===== src/rtl/uart_tx_arbiter.sv =====
// uart_tx_arbiter: round-robin sharing of one 8N1 UART transmit line between
// NREQ byte-stream requesters. The owner keeps the line for a whole message
// (until it hands over a byte flagged last), so messages never interleave.
// A lock timeout releases an owner that stalls mid-message.
module uart_tx_arbiter #(
  parameter int NREQ         = 3,
  parameter int CLK_FREQ     = 12000000,
  parameter int BAUD         = 115200,
  parameter int LOCK_TIMEOUT = 65535
) (
  input  logic              clk,
  input  logic              resetn,
  input  logic [NREQ-1:0]   req_valid,
  input  logic [8*NREQ-1:0] req_data,
  input  logic [NREQ-1:0]   req_last,
  output logic [NREQ-1:0]   req_ready,
  output logic [NREQ-1:0]   grant,
  output logic              busy,
  output logic              uart_tx
);

  localparam int DIV = CLK_FREQ / BAUD;
  localparam int DW  = $clog2(DIV);
  localparam int PW  = $clog2(NREQ);
  localparam logic [DW-1:0] DIV_LAST = DW'(DIV - 1);
  localparam logic [PW-1:0] IDX_LAST = PW'(NREQ - 1);
  localparam logic [31:0]   TMO_LAST = 32'(LOCK_TIMEOUT - 1);

  typedef enum logic [1:0] {IDLE, START, DATA, STOP} state_t;

  state_t          state;
  logic            lock;
  logic [PW-1:0]   owner;
  logic [PW-1:0]   rr_ptr;
  logic [7:0]      shreg;
  logic [DW-1:0]   div_cnt;
  logic [2:0]      bit_idx;
  logic [31:0]     tmo_cnt;

  logic            win_found;
  logic [PW-1:0]   win_idx;
  logic [PW-1:0]   acc_idx;
  logic [7:0]      acc_byte;
  logic            accept;
  logic            bit_end;

  function automatic logic [PW-1:0] next_idx(input logic [PW-1:0] i);
    return (i == IDX_LAST) ? '0 : i + 1'b1;
  endfunction

  function automatic logic [NREQ-1:0] onehot(input logic [PW-1:0] i);
    return NREQ'(1) << i;
  endfunction

  // Round-robin winner: first valid requester at or after rr_ptr, wrapping.
  always_comb begin
    int p;
    p         = 0;
    win_found = 1'b0;
    win_idx   = '0;
    // Walk from the far end so the closest candidate to rr_ptr is the last write.
    for (int k = NREQ - 1; k >= 0; k--) begin
      p = int'(rr_ptr) + k;
      if (p >= NREQ) p = p - NREQ;
      if (req_valid[PW'(p)]) begin
        win_found = 1'b1;
        win_idx   = PW'(p);
      end
    end
  end

  // Ready only in IDLE: locked owner unconditionally, else the arbitration winner.
  always_comb begin
    req_ready = '0;
    if (resetn && state == IDLE) begin
      if (lock)           req_ready = onehot(owner);
      else if (win_found) req_ready = onehot(win_idx);
    end
  end

  assign acc_idx = lock ? owner : win_idx;
  assign accept  = |(req_valid & req_ready);
  assign bit_end = (div_cnt == DIV_LAST);

  // Select the byte of the accepted requester with constant part-selects.
  always_comb begin
    acc_byte = '0;
    for (int i = 0; i < NREQ; i++) begin
      if (acc_idx == PW'(i)) acc_byte = req_data[8*i +: 8];
    end
  end

  // Control path: arbitration, lock/timeout, baud divider and line state.
  always_ff @(posedge clk) begin
    if (!resetn) begin
      state   <= IDLE;
      lock    <= 1'b0;
      owner   <= '0;
      rr_ptr  <= '0;
      div_cnt <= '0;
      bit_idx <= '0;
      tmo_cnt <= '0;
      grant   <= '0;
      busy    <= 1'b0;
      uart_tx <= 1'b1;
    end else begin
      case (state)
        IDLE: begin
          if (accept) begin
            owner   <= acc_idx;
            lock    <= ~req_last[acc_idx];
            if (req_last[acc_idx]) rr_ptr <= next_idx(acc_idx);
            tmo_cnt <= '0;
            div_cnt <= '0;
            grant   <= onehot(acc_idx);
            busy    <= 1'b1;
            uart_tx <= 1'b0;
            state   <= START;
          end else if (lock && LOCK_TIMEOUT != 0) begin
            // No accept while locked means the owner is not offering a byte.
            if (tmo_cnt == TMO_LAST) begin
              lock    <= 1'b0;
              rr_ptr  <= next_idx(owner);
              tmo_cnt <= '0;
              grant   <= '0;
              busy    <= 1'b0;
            end else begin
              tmo_cnt <= tmo_cnt + 32'd1;
            end
          end
        end
        START: begin
          if (bit_end) begin
            div_cnt <= '0;
            bit_idx <= '0;
            uart_tx <= shreg[0];
            state   <= DATA;
          end else begin
            div_cnt <= div_cnt + 1'b1;
          end
        end
        DATA: begin
          if (bit_end) begin
            div_cnt <= '0;
            if (bit_idx == 3'd7) begin
              uart_tx <= 1'b1;
              state   <= STOP;
            end else begin
              bit_idx <= bit_idx + 3'd1;
              // shreg shifts on this same edge, so bit 1 becomes the next LSB.
              uart_tx <= shreg[1];
            end
          end else begin
            div_cnt <= div_cnt + 1'b1;
          end
        end
        STOP: begin
          if (bit_end) begin
            div_cnt <= '0;
            state   <= IDLE;
            busy    <= lock;
            if (!lock) grant <= '0;
          end else begin
            div_cnt <= div_cnt + 1'b1;
          end
        end
        default: state <= IDLE;
      endcase
    end
  end

  // Data path: load the accepted byte, shift right at each data-bit boundary.
  always_ff @(posedge clk) begin
    if (accept) shreg <= acc_byte;
    else if (state == DATA && bit_end) shreg <= {1'b0, shreg[7:1]};
  end

endmodule


===== config.mk =====
export PLATFORM = sky130hd
export DESIGN_NAME = uart_tx_arbiter
export DESIGN_NICKNAME = d
export VERILOG_FILES = /design/src/rtl/uart_tx_arbiter.sv
export SDC_FILE = /design/constraint.sdc
export NUM_CORES = 1
export LEC_CHECK = 0
export CAP_MARGIN = 10
export CORE_UTILIZATION = 30
export CTS_CLUSTER_SIZE = 30
export DETAILED_ROUTE_END_ITERATION = 10
export HOLD_SLACK_MARGIN = 0.12
export PLACE_DENSITY = 0.46
export SYNTH_ARGS = -nofsm -noshare
export SYNTH_HDL_FRONTEND = slang
export SYNTH_SLANG_ARGS = --single-unit

===== constraint.sdc =====
create_clock -name clk -period 3.3 [get_ports clk]
set_input_delay 0.99 -clock clk [delete_from_list [all_inputs] [get_ports clk]]
set_output_delay 0.99 -clock clk [all_outputs]
set_load 0.05 [all_outputs]

# Yosys cells after proc, flatten, opt, wreduce, memory -nomap -nowiden
# Index checks and enable logic that the tools add are counted.
# W data, S select, Z words.
# word_totals
elab_cells	142
in_bits	32
regBits	62
# classes
muxes	70
magnitude_cmp	7
bitwise_logic	2
shift	3
n_eq_ne	19
add_sub_neg	10
reduce_logical	20
# op_table
op	count
$mux W32	3
$mux W8	5
$mux W2	18
$mux W3	11
$add A32 B1 Y32 const B	1
$eq A32 B16 Y1 const B	1
$mux W1	21
$reduce_and A4 Y1	4
$mux W7	2
$ne A2 B2 Y1 const B	7
$pmux W7 S2	1
$lt A2 B4 Y1 const B	3
$pmux W3 S2	2
$reduce_and A5 Y1	2
$reduce_bool A2 Y1	5
$shl A1 B2 Y3 const A	3
$bmux W1 S2	4
$eq A2 B2 Y1 const B	4
$pmux W2 S4	1
$add A7 B1 Y7 const B	1
$eq A7 B7 Y1 const B	1
$ge A3 B2 Y1 const B	2
$reduce_or A3 Y1	2
$sub A2 B2 Y2 const B	3
other kinds (19)	24

# Longest topological paths before layout
# Gate-level depths: netlist of the first run.
# depth
word_depth	17
ltp_mapped	13
ltp_nobuf	9

# Worst setup path before layout of the first run
# No wires, ideal clock.
# synth_timing
path_type	input -> output
startpoint	input port req_valid[2]
endpoint	output port req_ready[1]
arrival_time_ps	2609
path_buffers	2
slack_ps	-299
path_stages	6
cell_sequence	buf_6 or3_4 a211o_1 nand2b_1 clkbuf_1 and2_1
# synth_between
elab_chain_len	10
elab_cells_between_ends	19
cone_classes	1 x shift; 18 x mux
# synth_rtl
element	line	source
start, declared	13	input logic [NREQ-1:0] req_valid,
$bmux W1 S2	65	if (req_valid[PW'(p)]) begin
$mux W1 (implied by the code) (2 in a row)	65	
$mux W2 (3 in a row)	65	
$shl A1 B2 Y3	52	return NREQ'(1) << i;
$mux W3 (*)	77	else if (win_found) req_ready = onehot(win_idx);
$mux W3 (*)	76	if (lock) req_ready = onehot(owner);
$mux W3 (*)	75	if (resetn && state == IDLE) begin
end, declared	16	output logic [NREQ-1:0] req_ready,
# Mark *: on every way between the ends. The rest lies on a longest branch, timed or not. The select of a mux whose other input is x is not followed.

# Worst setup path after layout of the first run
# layout_timing
startpoint	input port req_valid[2]
endpoint	output port req_ready[0]
# Same word-level chain as after synthesis.

==> metrics.md, run 1 <==
| Metric | Value |
|---|---|
| Type of the most critical hold path | reg2reg |
| Slew Limit Headroom | 0.652 |
| Die height | 114 um |
| Power Internal | 2550 uW |
| Share of the synthesized area in the top cell type | 0.286 |
| Area Overhead vs Synth | 33.5% |
| Dpl cells | 680 |
| Mapped Nets | 498 |
| Nets | 569 |
| Setup TNS | 0 ps |
| Antenna-violating nets left | 0 |
| Final Max Tran Viols | 0 |
| Top FF cell, synth | dfxtp_1 |
| CTS root buffer | clkbuf_16 |
| CTS Hold Bufs | 0 |
| Via density | 5.07 |
| Worst Path Arrival | 2260 ps |
| F_max | 0.308 GHz |
| CTS Buf Count | 9 |
| DR iter-0 viols | 191 |
| Max VDD drop | 0.315 mV |
| Slew @ Worst Pin | 520 ps |
| Share of power burned in registers | 0.251 |
| Post-synth EDFFs | 8 |
| Final worst-path cycle share | 0.985 |
| Clk slew on worst S/H paths | 60 ps |
| Layout cells sized above 1 | 0.172 |
| Die Wd | 114 um |
| Leakage | 0.00185 uW |
| Synth Area per Inst | 8.34 sq um |
| YS warnings | 0 |
| Synth Register Bits | 62 |
| Async set or reset register ratio after synthesis | 0 |
| Fill cells | 1229 |
| Mux contribution to synthesized area | 0.0317 |
| Maxcap violations | 0 |
| Netlist cell types | 64 |
| Initial antenna violation count | 0 |
| Simple-Gate Fraction of Synth Area | 0.260 |
| Count of final hold-check violations | 0 |
| Switching Share | 0.367 |
| DP HPWL | 7.01 mm |
| First-pass GRT wire length | 16.8 mm |
| Clk Latency, worst-skew pair | 330 ps |
| Drt pass-1 iters | 5 |
| Row count | 40 |
| Crit. End Element | output port |
| CTS tree | yes |
| Core box area | 0.0122 sq mm |
| CP Max Fanout | 7 |
| Startpoint types | primary input |
| Sw power | 1480 uW |
| RSZ-0062 raised after global routing | false |
| Non-Filler Instances | 698 |
| Htree depth | 3 |
| GR Overflow Total | 0 |
| Final Critical Period | 3250 ps |
| Largest family of logic cells by synthesized area | simple AND/OR/NAND/NOR gates |
| Synth Area in Adders | 0.0397 |
| Antenna diode count | 0 |
| Finish-stage setup viols | 0 |
| DR vias | 3542 |
| Synth Cell Area | 0.00378 sq mm |
| Initial Util | 0.311 |
| Clock power share | 0.270 |
| Synth Area in XOR/XNOR | 0.0139 |
| WS Path Type | in2out |
| Vias in the first global route | 3375 |
| Synth Instances | 454 |
| Drt drc | 0 |
| Input/output buffers | 39 |
| Routability cong. | 0.788 |
| Pwr dens | 798 mW/mm^2 |
| Synth top area cells | dfxtp_1, edfxtp_1, o21ai_0, a21oi_1, or3_1 |
| Post-DR wirelength/cell | 14.0 um |
| Outcome | completed |
| Total GRT Usage | 0.162 |
| Comb pwr share | 0.479 |
| Clock Tree Buf Depth | 2 |
| Largest net degree at the start of global routing | 34 |
| Final wirelength | 9.77 mm |
| Clock skew | 5.25 ps |
| IO Pins | 40 |
| Leading area contributor after synthesis | dfxtp_1 |
| Die Area | 0.0131 sq mm |
| Required time of the critical path | 2310 ps |
| Register area share after synthesis | 0.349 |
| Sink Count | 62 |
| Complex-gate fraction of the synthesized area | 0.246 |
==> layout make-up <==
class / count / area, sq um / area share
Multi-Input combinational cell: 344 / 2290 / 0.453
Sequential cell: 62 / 1320 / 0.262
Timing Repair Buffer: 86 / 803 / 0.159
Clock buffer: 11 / 264 / 0.0523
Tap cell: 168 / 210 / 0.0416
Inverter: 22 / 82.6 / 0.0163
Clock inverter: 5 / 78.8 / 0.0156
==> critical path, stage by stage <==
cell and delay, ps:
buf_2 140, or3_4 370, a211o_1 310, and3_4 170
and2_4 140, buf_12 140
==> cell families after synthesis <==
kind of cell | after synthesis
flops | 62
xor+xnor | 6
compound gates | 136
fa+ha+maj | 12
simple gates | 178
buf+inv | 48
mux | 12
==> Yosys cell counts (7+ instances only) <==
cell,n
a21oi_1,32
a222oi_1,8
a31oi_1,12
and3_1,7
clkbuf_1,13
dfxtp_1,54
edfxtp_1,8
ha_1,12
inv_1,22
mux2i_1,12
nand2_1,37
nand2b_1,7
nand3_1,16
nand4_1,10
nor2_1,24
nor2b_1,16
nor3_1,10
o21ai_0,37
or3_1,25
==> repair_timing <==
action | in CTS | in global routing
endpoints found under the setup margin | 9 | 2
pin swaps | 2 | 4
buffers inserted | 1 | 1
resized for setup | 15 | 7
==> path summary, 6_finish.rpt <==
path,start,endpoint,slack (ps),cells after the start
setup reg to reg,rr_ptr[0],tmo_cnt[25],480,10
setup / recovery,req_valid[2],req_ready[0],50,6
hold reg to reg,tmo_cnt[15],tmo_cnt[15],480,2
hold / removal,tmo_cnt[15],tmo_cnt[15],480,2
==> power by group through the flow <==
stage,Sequential [uW],Combinational [uW],Clock (uW)
after CTS,1010,1930,1110
after detailed placement,1020,1890,0
after global routing,1030,2110,1150
after global placement,1020,1880,0
final,1010,1930,1090
after floorplan,1060,1150,0
==> flip-flops by register name (all words and copies together) (netlist names) <==
| signal | flops |
|---|---|
| rr_ptr | 2 |
| bit_idx | 3 |
| state | 2 |
| uart_tx | 1 |
| div_cnt | 7 |
| shreg | 8 |
| grant | 3 |
| owner | 2 |
| tmo_cnt | 32 |
| lock | 1 |
| busy | 1 |
==> layout by cell type, fill, tap and decap left out, types with 6 or more instances in the layout <==
cell	Yosys	layout
a21boi_0	6	6
a21oi_1	32	32
a222oi_1	8	8
a31oi_1	12	12
and3_1	7	6
buf_12	0	6
buf_4	4	44
clkbuf_16	0	10
clkdlybuf4s50_1	0	32
dfxtp_1	54	52
edfxtp_1	8	8
ha_1	12	9
inv_1	22	21
mux2i_1	12	11
nand2_1	37	37
nand2b_1	7	7
nand3_1	16	16
nand4_1	10	10
nor2_1	24	24
nor2b_1	16	16
nor3_1	10	10
o21ai_0	37	37
or3_1	25	25
==> per-layer routing <==
| layer | GRT usage | vias to the layer above | wire length (um) |
|---|---|---|---|
| met5 | 0 | - | 0 |
| met4 | 0.0606 | 0 | 150 |
| met3 | 0.0270 | 13 | 191 |
| met2 | 0.245 | 38 | 4380 |
| met1 | 0.229 | 1659 | 5050 |
| li1 | - | 1832 | - |
==> through the flow <==
step	hold WS [ps]	utilization	power [uW]	setup WS (ps)	area (sq um)
2_1_floorplan	452	-	2200	13.2	3790
3_3_place_gp	464	0.383	2890	-366	4650
3_5_place_dp	475	0.383	2910	-396	4650
4_1_cts	486	0.413	4050	7.89	5020
5_1_grt	522	0.415	4290	0.598	5050
6_report	485	0.415	4030	49.5	5050
(Power assumes the default switching activity.)
==> inputs of run 2 (changes only) <==
- CORE_UTILIZATION: 30 -> 52
- PLACE_DENSITY: 0.46 -> 0.74
==> metrics.md, run 2 (synthesis results as in run 1) <==
| Metric | Value |
|---|---|
| Outcome | completed |
| Leading cell type in the layout, fill and taps excluded | dfxtp_1 |
| Final Critical Period | 3260 ps (+14.0 ps) |
| Commonest cells after routing, fill and taps aside | dfxtp_1, buf_4, o21ai_0 |
| Leakage | 0.00181 uW (-2.2%) |
| Required time of the critical path | 2310 ps (about the same) |
| Startpoint types | primary input |
| Multi-input gate area | 0.00229 sq mm (+0.22%) |
| Crit-path most repeated cell | buf_4 |
| Worst Path Arrival | 2270 ps (about the same) |
| CTS root buffer | clkbuf_8 |
| WS Path Type | in2out |
| Drt pass-1 iters | 4 (-1) |
| Type of the most critical hold path | reg2reg |
| Max incr delay on CP | 320 ps (-50 ps) |
| Most flop-heavy register | tmo_cnt |
| DP Area | 0.00463 sq mm (-0.54%) |
| Worst setup path start | req_valid[2] |
| Register area | 0.00133 sq mm (+0.19%) |
| Row count | 30 (-25%) |
| GR Overflow Total | 0 (unchanged) |
| Biggest regs | tmo_cnt: 32 flops, shreg: 8 flops, div_cnt: 7 flops |
| Antenna diode count | 0 (unchanged) |
| First-pass GRT wire length | 15.6 mm (-6.7%) |
| Initial antenna violation count | 0 (unchanged) |
| Slew Limit Headroom | 0.654 (+0.00217) |
| Post-DR wirelength/cell | 15.0 um (+7.0%) |
| Clk slew on worst S/H paths | 70 ps (about the same) |
| Maxcap violations | 0 (unchanged) |
| Clock skew | 8.15 ps (+2.90 ps) |
| Drt drc | 0 (unchanged) |
| Vias in the first global route | 3432 (+1.7%) |
| Sink Count | 62 (unchanged) |
| Clk Latency, worst-skew pair | 350 ps (+20 ps) |
| CP Max Fanout | 6 (-1) |
| Final Max Tran Viols | 0 (unchanged) |
| Pwr dens | 745 mW/mm^2 (-6.6%) |
| Slew @ Worst Pin | 517 ps (-3.24 ps) |
| DR iter-0 viols | 190 (-0.52%) |
| Final wirelength | 9.48 mm (-3.0%) |
| Crit. End Element | output port |
| Max VDD drop | 0.815 mV (+160%) |
| Htree depth | 3 (unchanged) |
| Via density | 5.82 (+15%) |
| CTS Hold Bufs | 0 (unchanged) |
| Reg-to-reg startpoint | rr_ptr[0] |
| Count of final hold-check violations | 0 (unchanged) |
| CTS tree | yes |
| Slowest cell on the critical path | a221o_1 |
| Finish-stage setup viols | 0 (unchanged) |
| F_max | 0.306 GHz (-0.43%) |
| Crit path cell chain | buf_4, buf_4, a221o_1, a21o_1, a22o_1, and2_4, buf_12 |
| Hold wc startpoint | tmo_cnt[14] |
| Layout cells sized above 1 | 0.184 (+0.0127) |
| Die Wd | 87.3 um (-24%) |
| DP HPWL | 6.79 mm (-3.1%) |
| IO Pins | 40 (unchanged) |
| Die height | 87.3 um (-24%) |
| DR vias | 3684 (+4.0%) |
| Fill cells | 566 (-54%) |
| RSZ-0062 raised after global routing | false |
| Post-route cell area | 0.00486 sq mm (-3.8%) |
| Area Overhead vs Synth | 28.4% |
| Max FFs per register | 32 (unchanged) |
| Clock Tree Buf Depth | 2 (unchanged) |
| Routability cong. | 0.833 (+5.7%) |
| Die Area | 0.00762 sq mm (-42%) |
| Initial Util | 0.548 (+0.237) |
| Total GRT Usage | 0.260 (+0.0981) |
| Core box area | 0.00691 sq mm (-43%) |
| Worst hold slack | 487 ps (+2.26 ps) |
| Final worst-path cycle share | 0.989 (+0.00425) |
| Input/output buffers | 39 (unchanged) |
| Antenna-violating nets left | 0 (unchanged) |
| CTS Buf Count | 9 (unchanged) |
| Nets | 576 (+1.2%) |
| Largest net degree at the start of global routing | 34 (unchanged) |
-- run 2: timing repair --
action                                  4_1_cts  5_1_grt
gates cloned                                  0        0
gates resized for setup                      13       16
endpoints found under the hold margin         0        0
pin swaps                                     3        4
endpoints found under the setup margin        3        3
buffers inserted                              0        2
-- run 2: layer usage --
layer  GRT usage  vias to the layer above  share of wire
li1            -                     1846              -
met2       0.428                       74           0.48
met1       0.341                     1748           0.47
met5           0                        -              0
met4      0.0909                        0          0.018
met3      0.0474                       16          0.032
-- run 2: worst paths after layout --
| kind | to | slack [ps] | depth (start not counted) |
|---|---|---|---|
| worst max-delay path | req_ready[1] | 40 | 7 |
| worst min-delay path | tmo_cnt[14] | 490 | 2 |
| worst max register to register | tmo_cnt[26] | 530 | 9 |
| worst min register to register | tmo_cnt[14] | 490 | 2 |
-- run 2: stage by stage --
| stage | power [uW] | setup TNS (ps) | std cells | setup slack, ps | util |
|---|---|---|---|---|---|
| finish | 3620 | 0 | 633 | 35.5 | 0.703 |
| detailed placement | 2940 | -17850 | 615 | -378 | 0.670 |
| CTS | 3550 | 0 | 631 | 19.0 | 0.694 |
| global placement | 2890 | -13170 | 615 | -328 | 0.670 |
| floorplan | 2200 | 0 | 454 | 13.2 | - |
| global route | 3820 | 0 | 633 | 3.18 | 0.703 |
-- run 2: cell type report --
| class | count | area share |
|---|---|---|
| clock buffers | 12 | 0.0299 |
| flip-flops and latches | 62 | 0.273 |
| multi-input cells | 344 | 0.472 |
| well taps | 96 | 0.0247 |
| inverters | 22 | 0.0170 |
| repair buffers | 93 | 0.179 |
| clock inverters | 4 | 0.00438 |
-- run 2: report_power, final --
| part | internal [uW] | total (uW) | switching [uW] |
|---|---|---|---|
| clock | 290 | 594 | 304 |
| combinational | 973 | 2010 | 1040 |
| sequential | 918 | 1010 | 94.2 |
| total | 2180 | 3620 | 1440 |
-- run 2: critical path, delay by kind of cell --
kind | cells | cell delay (ps)
buf+inv | 3 | 410
simple gates | 1 | 180
compound gates | 3 | 700
